===== src/rtl/des_key_schedule.sv =====
// DES round-key generator: PC-1 on start, then one PC-2 round key per
// accepted handshake, K1..K16 for encryption or K16..K1 for decryption.
// Bit vectors use FIPS numbering (index 1 = MSB).
module des_key_schedule (
  input  logic        clk,
  input  logic        rst,
  input  logic        start_i,
  input  logic [1:64] key_i,
  input  logic        decrypt_i,
  output logic [1:48] ki_o,
  output logic        ki_valid_o,
  input  logic        ki_ready_i,
  output logic [3:0]  round_o,
  output logic        busy_o,
  output logic        done_o
);

  typedef enum logic {IDLE, RUN} state_t;

  localparam int PC1 [56] = '{
    57, 49, 41, 33, 25, 17,  9,  1, 58, 50, 42, 34, 26, 18,
    10,  2, 59, 51, 43, 35, 27, 19, 11,  3, 60, 52, 44, 36,
    63, 55, 47, 39, 31, 23, 15,  7, 62, 54, 46, 38, 30, 22,
    14,  6, 61, 53, 45, 37, 29, 21, 13,  5, 28, 20, 12,  4
  };

  localparam int PC2 [48] = '{
    14, 17, 11, 24,  1,  5,  3, 28, 15,  6, 21, 10,
    23, 19, 12,  4, 26,  8, 16,  7, 27, 20, 13,  2,
    41, 52, 31, 37, 47, 55, 30, 40, 51, 45, 33, 48,
    44, 49, 39, 56, 34, 53, 46, 42, 50, 36, 29, 32
  };

  state_t      state_reg, state_next;
  logic [1:28] c_reg, c_next;
  logic [1:28] d_reg, d_next;
  logic [3:0]  cnt_reg, cnt_next;
  logic        dec_reg, dec_next;
  logic        done_reg, done_next;
  logic [1:48] ki_reg;
  logic        load;
  logic        one_step;
  logic [1:56] cd0;
  logic [1:56] cd_next;
  logic [1:48] ki_next;

  // Parity bits of the key are deliberately dropped by PC-1.
  logic unused_parity;
  assign unused_parity = ^{key_i[8], key_i[16], key_i[24], key_i[32],
                           key_i[40], key_i[48], key_i[56], key_i[64]};

  // PC-1 permutation of the incoming key into C0||D0.
  generate
    for (genvar gi = 0; gi < 56; gi++) begin : g_pc1
      assign cd0[gi+1] = key_i[PC1[gi]];
    end
  endgenerate

  // PC-2 applied to the C/D values about to be registered, so the key
  // register always tracks C/D with no extra cycle of latency.
  assign cd_next = {c_next, d_next};
  generate
    for (genvar gi = 0; gi < 48; gi++) begin : g_pc2
      assign ki_next[gi+1] = cd_next[PC2[gi]];
    end
  endgenerate

  // Rotate a 28-bit half by one or two places, left or right.
  function automatic logic [1:28] rot(input logic [1:28] v, input logic right, input logic one);
    if (!right) return one ? {v[2:28], v[1]} : {v[3:28], v[1:2]};
    else        return one ? {v[28], v[1:27]} : {v[27:28], v[1:26]};
  endfunction

  // The single-place steps fall after issue indices 0, 7 and 14 in both
  // directions, so one decode serves encryption and decryption.
  assign one_step = (cnt_reg == 4'd0) || (cnt_reg == 4'd7) || (cnt_reg == 4'd14);

  // Next-state and datapath control.
  always_comb begin
    state_next = state_reg;
    c_next     = c_reg;
    d_next     = d_reg;
    cnt_next   = cnt_reg;
    dec_next   = dec_reg;
    done_next  = 1'b0;
    load       = 1'b0;
    case (state_reg)
      IDLE: begin
        if (start_i) begin
          c_next     = decrypt_i ? cd0[1:28]  : rot(cd0[1:28], 1'b0, 1'b1);
          d_next     = decrypt_i ? cd0[29:56] : rot(cd0[29:56], 1'b0, 1'b1);
          cnt_next   = 4'd0;
          dec_next   = decrypt_i;
          load       = 1'b1;
          state_next = RUN;
        end
      end
      RUN: begin
        if (ki_ready_i) begin
          if (cnt_reg != 4'd15) begin
            c_next   = rot(c_reg, dec_reg, one_step);
            d_next   = rot(d_reg, dec_reg, one_step);
            cnt_next = cnt_reg + 4'd1;
            load     = 1'b1;
          end else begin
            state_next = IDLE;
            done_next  = 1'b1;
          end
        end
      end
      default: state_next = IDLE;
    endcase
  end

  // State, C/D halves and the registered round key.
  always_ff @(posedge clk) begin
    if (rst) begin
      state_reg <= IDLE;
      c_reg     <= '0;
      d_reg     <= '0;
      cnt_reg   <= '0;
      dec_reg   <= 1'b0;
      done_reg  <= 1'b0;
      ki_reg    <= '0;
    end else begin
      state_reg <= state_next;
      c_reg     <= c_next;
      d_reg     <= d_next;
      cnt_reg   <= cnt_next;
      dec_reg   <= dec_next;
      done_reg  <= done_next;
      if (load) ki_reg <= ki_next;
    end
  end

  assign ki_o       = ki_reg;
  assign ki_valid_o = (state_reg == RUN);
  assign busy_o     = (state_reg == RUN);
  assign round_o    = cnt_reg;
  assign done_o     = done_reg;

endmodule


===== config.mk =====
export PLATFORM = sky130hd
export DESIGN_NAME = des_key_schedule
export DESIGN_NICKNAME = d
export VERILOG_FILES = /design/src/rtl/des_key_schedule.sv
export SDC_FILE = /design/constraint.sdc
export NUM_CORES = 1
export LEC_CHECK = 0
export BUFFER_PORTS_ARGS = -buffer_cell sky130_fd_sc_hd__buf_2
export CORE_ASPECT_RATIO = 0.8
export CORE_MARGIN = 2
export CORE_UTILIZATION = 50
export CTS_CLUSTER_DIAMETER = 30
export DETAILED_ROUTE_END_ITERATION = 10
export HOLD_SLACK_MARGIN = 0.05
export PLACE_DENSITY = 0.72
export REMOVE_ABC_BUFFERS = 1
export SKIP_CTS_REPAIR_TIMING = 1
export SYNTH_ARGS = -nofsm -noshare
export SYNTH_HDL_FRONTEND = slang
export SYNTH_SLANG_ARGS = --single-unit

===== constraint.sdc =====
create_clock -name clk -period 3.9 [get_ports clk]
set_input_delay 0.195 -clock clk [delete_from_list [all_inputs] [get_ports clk]]
set_output_delay 0.195 -clock clk [all_outputs]
set_load 0.005 [all_outputs]

# Word-level counts from Yosys, hierarchy flattened
# Cells that the tools add are included.
# Widths: inputs -> output; s select.
# word_totals
in_bits	69
elab_cells	51
reg_bits	111
output_inout_bits	55
# op_classes
bitwise_logic	2
eq_ne	6
n_mux	27
n_reduce_logical	6
n_addsub	1
# op_table
cell	count
$mux 28	14
$pmux 28 s2	2
$mux 4	3
$pmux 4 s2	1
$mux 1	5
$add 4x1->4 const B	1
$eq 4x3->1 const B	1
$eq 4x4->1 const B	1
$logic_not 4->1	1
$ne 2x2->1 const B	2
$ne 4x4->1 const B	1
$pmux 1 s2	2
$reduce_and 3->1	1
$reduce_or 3->1	1
$logic_or 1x1->1	2
$ne 2x1->1 const B	1
$not 1->1	2
$reduce_and 2->1	1

# Longest topological paths before layout
# Gate-level depths: netlist (run 1).
# logic_depth
ltp_word	8
depth_mapped	10
depth_no_buf	7

# Worst setup path after synthesis (run 1)
# Ideal clock, no wire load.
# synth_path
kind	register to register
from	register cnt_reg[0] (netlist: round_o[0])
to	register d_reg[9] (netlist bit)
setup_time_ns	0.122
setup_slack_ns	1.775
path_stages_with_launch	9
path_buffers	1
t_arrival_ns	2.004
required_ns	3.778
synth_period_minus_slack_ns	2.125
path_cell_list	dfxtp_1 -> inv_1 -> ha_1 -> mux2i_2 -> buf_2 -> mux4_2 -> nand2_1 -> o221ai_1 -> a221o_1
# synth_via
elab_chain_cells	8
word_cells_on_any_way	12
classes_between	eq/ne (3); mux (6); reduce/logical (3)
# synth_rtl
item	line_no	source
start, declared	37	logic [3:0] cnt_reg, cnt_next;
start signal, assigned	129	cnt_reg <= cnt_next;
$eq 4x3->1 / $logic_not 4->1 (equally long branches)	76	assign one_step = (cnt_reg == 4'd0) || (cnt_reg == 4'd7) || (cnt_reg == 4'd14);
$logic_or 1x1->1 (2 in series)	76	
$mux 28, on equally long branches	70, 71	
$mux 28	70	if (!right) return one ? {v[2:28], v[1]} : {v[3:28], v[1:2]};
$mux 28 *	100	if (cnt_reg != 4'd15) begin
$mux 28 *	99	if (ki_ready_i) begin
$pmux 28 s2 *	87	case (state_reg)
end signal, assigned	128	d_reg <= d_next;
end, declared	36	logic [1:28] d_reg, d_next;
# Mark *: on every way between the ends. The rest lies on a longest branch, timed or not. The select of a mux whose other input is x is not followed.
# A chain may end at the register's enable or synchronous reset.

# Worst setup path in the final report (run 1)
# layout_path
from	register cnt_reg[0] (netlist: round_o[0])
to	register c_reg[13] (netlist bit)
# layout_via
elab_chain_cells	8
word_cells_on_any_way	12
classes_between	eq/ne (3); mux (6); reduce/logical (3)
# layout_rtl
item	line_no	source
$eq 4x3->1 / $logic_not 4->1 (equally long branches)	76	
$logic_or 1x1->1 (2 in series)	76	
$mux 28, on equally long branches	70, 71	
$mux 28	70	
$mux 28 *	100	
$mux 28 *	99	
$pmux 28 s2 *	87	
end signal, assigned	127	c_reg <= c_next;
end, declared	35	logic [1:28] c_reg, c_next;
# Marks and branches as above.

==> results of run 1 <==
==> worst max-delay path, cell delays in order (launching register included) <==
cell and delay (ps):
dfxtp_1 360, inv_1 90, ha_1 540, nand2_1 560, o22ai_2 700, buf_4 330
a221oi_1 130, o22ai_1 180
==> how the worst min path moves through the flow <==
stage	cells past startpoint	to	start	slack, ps
2_1_floorplan	1	d_reg[13]	rst	260
3_3_place_gp	3	busy_o	start_i	500
3_5_place_dp	2	ki_o[45]	ki_o[45]	520
4_1_cts	3	busy_o	start_i	160
5_1_grt	3	busy_o	start_i	160
6_report	3	busy_o	start_i	160
==> final cells by class <==
class / count / area [um2] / share of cell area
Clock buffer: 13 / 270 / 0.0315
Tap cell: 189 / 236 / 0.0276
Timing Repair Buffer: 146 / 813 / 0.0949
Multi-Input combinational cell: 692 / 4970 / 0.580
Sequential cell: 111 / 2220 / 0.259
Clock inverter: 2 / 38.8 / 0.00452
Inverter: 4 / 15.0 / 0.00175
==> stage by stage <==
step	power, mW	hold WS [ps]	instance area (um2)
floorplan	1.77	264	7170
global placement	2.03	501	8260
detailed placement	2.04	515	8260
CTS	3.02	156	8570
global route	3.15	164	8570
finish	3.01	157	8570
==> cells by family after synthesis <==
kind of cell | Yosys count | share of synthesized area
AOI/OAI and AO/OA | 365 | 0.323
and+or+nand+nor | 185 | 0.108
muxes | 138 | 0.206
buffers and inverters | 113 | 0.0669
DFF | 111 | 0.290
adders and majority gates | 3 | 0.00489
xor gates and xnor gates | 1 | 0.00114
==> power by group <==
group	switching (mW)	total (mW)	internal [mW]
combinational	0.377	0.677	0.300
clock	0.435	0.984	0.550
sequential	0.123	1.35	1.23
==> layout by cell type, fill, tap and decap left out, types with 4 or more instances in the layout <==
cell	synthesis	routed
mux2i_1	117	117
buf_2	29	113
dfxtp_1	111	110
a21oi_1	107	107
nor2_1	70	70
o22ai_1	57	56
nand2_1	41	41
a31oi_1	36	36
a221oi_1	34	34
buf_4	8	33
nand3_1	33	32
o31ai_1	31	31
o21ai_0	23	23
mux4_2	15	15
nor3_1	14	14
o221ai_1	11	11
a211oi_1	10	10
a221o_1	9	9
o221a_2	9	9
clkbuf_16	0	9
and3_1	6	6
o211ai_1	6	6
mux2_2	5	5
nand2b_1	6	5
a22o_1	5	5
a21boi_0	4	4
==> layer usage <==
metal  wire [um]  vias to the layer above  global-route usage
met3        2260                       44              0.0566
met5           0                        -                   0
met2       10000                      441               0.429
li1            -                     3681                   -
met1       10700                     3721               0.423
met4         580                        0              0.0997
==> flow_summary.yaml, run 1 <==
global_route:
  grt_start_max_net_pins: 58
  number_of_antenna_violations_at_the_first_check_in_global_routing: 0
  grt_first_pass_wirelength_um: 38100
  gr-usage-all-layers: 0.290
  via_count_of_the_first_global_routing_pass: 7028
  grt_overflow: 0
yosys:
  post_synth_instance_area_um2: 7670
  ys_dominant_reg_cell: "dfxtp_1"
  synthDominantAreaCellType: "dfxtp_1"
  yosysWarningCount: 0
  post_synth_inst_count: 916
  post-synth-top-count-cell: "mux2i_1"
  number_of_synthesized_flops_with_an_enable_pin: 0
  ys_ff_latch: 111
  sequential_share_of_the_synthesized_area: 0.290
  post_synth.cell_area_avg_um2: 8.37
  postSynth.asyncResetShare: 0
  synth_cell_type_count: 55
  synth_top_cell_area_share: 0.290
  yosys-top-cells-count: "mux2i_1 (117), dfxtp_1 (111), a21oi_1 (107)"
  synth_top_cells_by_area: "dfxtp_1 (29%), mux2i_1 (15%), a21oi_1 (7.0%), o22ai_1 (4.6%), mux4_2 (4.4%)"
clock_network:
  cts_htree_levels: 3
  clock_sinks: 111
  tritoncts: "built"
  cts-buffers-inserted: 9
  source_to_sink_clock_delay_at_the_later_pin_of_the_worst_skew_pair_ps: 360
  cts_max_path_buffers: 2
  cts_root_buffer: "clkbuf_16"
  clk_pin_slew_ps: 70
drt:
  routed_vias_inst: 6.82
  drt_iter0_markers: 835
  postRouteAntennaNets: 0
  wirelength_um: 23600
  post-route-drc-count: 0
  routed_via_count: 7887
  drt_pass1_iterations: 5
  routedWlPerCell_um: 20.4
finish:
  layout-drive-gt1-share: 0.214
  final_instance_count_excl_fillers: 1157
  fill_cells: 1377
  largest_reg_flops: 48
  area_delta_synth_final_pct: 11.7
  antenna_cells: 0
  total_number_of_nets_in_the_final_design: 1036
  final_util: 0.571
critical_path:
  setup.worst_path.end_class: "register"
  worst-path-max-fanout: 16
  worst_setup_path_start_kind: "register"
  worst_r2r_startpoint: "round_o[0]"
  crit_arrival_ps: 3260
  cp-startpoint: "round_o[0]"
  r2r.worst_path.cells: 7
  cp.required_ps: 4180
  cp_class: "register to register"
  crit_end: "c_reg[13]"
  regToRegSetupSlack_ps: 920
  critical_path.reg2reg.endpoint: "c_reg[13]"
power:
  power_leakage_nw: 3.49
  vdd_ir_drop_max_uv: 221
  power_density_nw_per_um2: 351
run:
  number_of_violations_of_the_max_capacitance_limit: 0
floorplan:
  die_x_um: 142
  core_um2: 15000
  initial_utilization: 0.511
  die-area_um2: 16400
  chipHeight_um: 115
  floorplan.rows: 40
  ioPinCount: 124
placed_design:
  place.detailed.hpwl_um: 15500
  dp_worst_setup_slack_ps: 1020
  placed_cells_incl_taps: 1142
  portBuffers: 115
  gpl.final_weighted_congestion: 0.922
sta:
  slew_viol_final: 0
  rsz0062_at_grt: "false"
  fin_tns_setup_ps: 0
  layout_min_cycle_time_ps: 2980
  layout_worst_path_cycle_share: 0.765
  worst-slew-pin-transition_ps: 1210
  setup_ws_ps: 918
  fin_skew_ps: 6.60
  timing.max_slew.rel_slack: 0.190
  final_hold_viol_count: 0
  fmaxAchievable_ghz: 0.335
  setup_viol_count_final: 0
worst_hold_path:
  hold_class: "input port to register"
outcome:
  run_status: "finished clean"
(Power assumes the default switching activity.)
==> run 2, diff against run 1 <==
==> constraint.sdc (replaced) <==
create_clock -name clk -period 2.8 [get_ports clk]
set_input_delay 0.14 -clock clk [delete_from_list [all_inputs] [get_ports clk]]
set_output_delay 0.14 -clock clk [all_outputs]
set_load 0.005 [all_outputs]
==> flow_summary.yaml, run 2 (synthesized netlist as in run 1, its figures left out) <==
outcome:
  run_status: "finished clean"
critical_path:
  critical_path.reg2reg.endpoint: "ki_o[13]"
  crit_arrival_ps: 2910
  worst_r2r_startpoint: "round_o[0]"
  cp.required_ps: 3120
  r2r.worst_path.cells: 7
  worst_setup_path_start_kind: "register"
  setup.worst_path.end_class: "register"
  regToRegSetupSlack_ps: 200
  worst-path-max-fanout: 16
  cp_class: "register to register"
floorplan:
  core_um2: 15000
  die_x_um: 142
  floorplan.rows: 40
  die-area_um2: 16400
  ioPinCount: 124
  initial_utilization: 0.511
  chipHeight_um: 115
sta:
  layout_min_cycle_time_ps: 2600
  rsz0062_at_grt: "false"
  timing.max_slew.rel_slack: 0.437
  final_hold_viol_count: 0
  setup_viol_count_final: 0
  fin_skew_ps: 8.04
  worst-slew-pin-transition_ps: 845
  layout_worst_path_cycle_share: 0.928
  setup_ws_ps: 203
  fmaxAchievable_ghz: 0.385
  holdWs_ps: 77.0
  slew_viol_final: 0
finish:
  design_area_um2: 8720
  final_instance_count_excl_fillers: 1170
  total_number_of_nets_in_the_final_design: 1048
  antenna_cells: 0
  layout-drive-gt1-share: 0.225
  layout.cells.most_common: "mux2i_1"
  layout_common_cells: "mux2i_1 (117), buf_2 (113), dfxtp_1 (110)"
  fill_cells: 1393
  largest_reg_flops: 48
  area_delta_synth_final_pct: 13.7
power:
  switching_share: 0.322
  vdd_ir_drop_max_uv: 298
  finalPower_mw: 4.16
  pwr-share-comb: 0.233
  power_density_nw_per_um2: 477
  cellInternalPower_mw: 2.82
  p_switching_mw: 1.34
  seqPwrFrac: 0.451
  p_clk_frac: 0.315
  power_leakage_nw: 3.56
worst_hold_path:
  hold_class: "input port to register"
  hold-path-cell-count: 3
  min_to: "busy_o"
  worstHoldStart: "start_i"
global_route:
  grtUsageMet3: 0.0575
  number_of_antenna_violations_at_the_first_check_in_global_routing: 0
  grt_overflow: 0
  grt_start_max_net_pins: 55
  grt_first_pass_wirelength_um: 38800
  via_count_of_the_first_global_routing_pass: 7169
  gr-usage-met2: 0.441
  gr-max-usage-layer: "met2"
  gr-usage-all-layers: 0.297
  groute.layer.met1.usage: 0.433
clock_network:
  cts_htree_levels: 3
  cts-buffers-inserted: 9
  source_to_sink_clock_delay_at_the_later_pin_of_the_worst_skew_pair_ps: 370
  clock_sinks: 111
  tritoncts: "built"
  cts_root_buffer: "clkbuf_16"
  cts_max_path_buffers: 2
  clk_pin_slew_ps: 70
drt:
  post-route-drc-count: 0
  routed_via_count: 8012
  routedWlPerCell_um: 20.8
  wirelength_um: 24400
  drt_pass1_iterations: 5
  drt_iter0_markers: 731
  routed_vias_inst: 6.85
  postRouteAntennaNets: 0
placed_design:
  portBuffers: 115
  place.detailed.hpwl_um: 16400
  dpl_cell_area_um2: 8420
  placed_cells_incl_taps: 1154
  dp_worst_setup_slack_ps: 226
  gpl.final_weighted_congestion: 0.925
run:
  number_of_violations_of_the_max_capacitance_limit: 0
run 2: per-stage QoR:
| stage | TNS, ps | util |
|---|---|---|
| 6_report | 0 | 0.581 |
| 2_1_floorplan | -199070 | - |
| 3_5_place_dp | 0 | 0.561 |
| 4_1_cts | 0 | 0.580 |
| 3_3_place_gp | 0 | 0.561 |
| 5_1_grt | 0 | 0.581 |
run 2: critical path, cell delays in order, from the launching register on:
cell and delay, ps:
dfxtp_1 360, inv_1 110, ha_1 380, and2_2 530, nand2_1 130, a31o_2 250, a221oi_1 490, o221a_2 280
run 2: area by class of cell:
type	count	area (um2)	area share
clock buffer	12	267	0.0306
clock inverter	4	28.8	0.00330
inverter	4	15.0	0.00172
multi-input combinational	692	4980	0.571
sequential	111	2220	0.255
tap	189	236	0.0271
timing repair buffer	158	966	0.111
run 2: how the worst max path moves through the flow:
stage	from	end	slack (ps)	depth (start not counted)
detailed placement	round_o[3]	d_reg[4]	230	5
global placement	round_o[3]	d_reg[4]	290	5
CTS	round_o[3]	d_reg[4]	200	5
global route	round_o[0]	ki_o[30]	60	8
floorplan	round_o[3]	d_reg[20]	-2830	5
finish	round_o[0]	ki_o[13]	200	7
run 2: layer usage:
layer / up-vias / wire length (um)
met5: - / 0
met4: 0 / 684
met3: 65 / 2410
met2: 447 / 10400
met1: 3803 / 10900
li1: 3697 / -
run 2: power by group through the flow:
| stage | logic (mW) | registers (mW) | clock network [mW] |
|---|---|---|---|
| after floorplan | 0.587 | 1.87 | 0 |
| after global placement | 0.937 | 1.90 | 0 |
| after detailed placement | 0.954 | 1.91 | 0 |
| after CTS | 0.958 | 1.87 | 1.32 |
| after global routing | 1.06 | 1.90 | 1.37 |
| final | 0.971 | 1.88 | 1.31 |
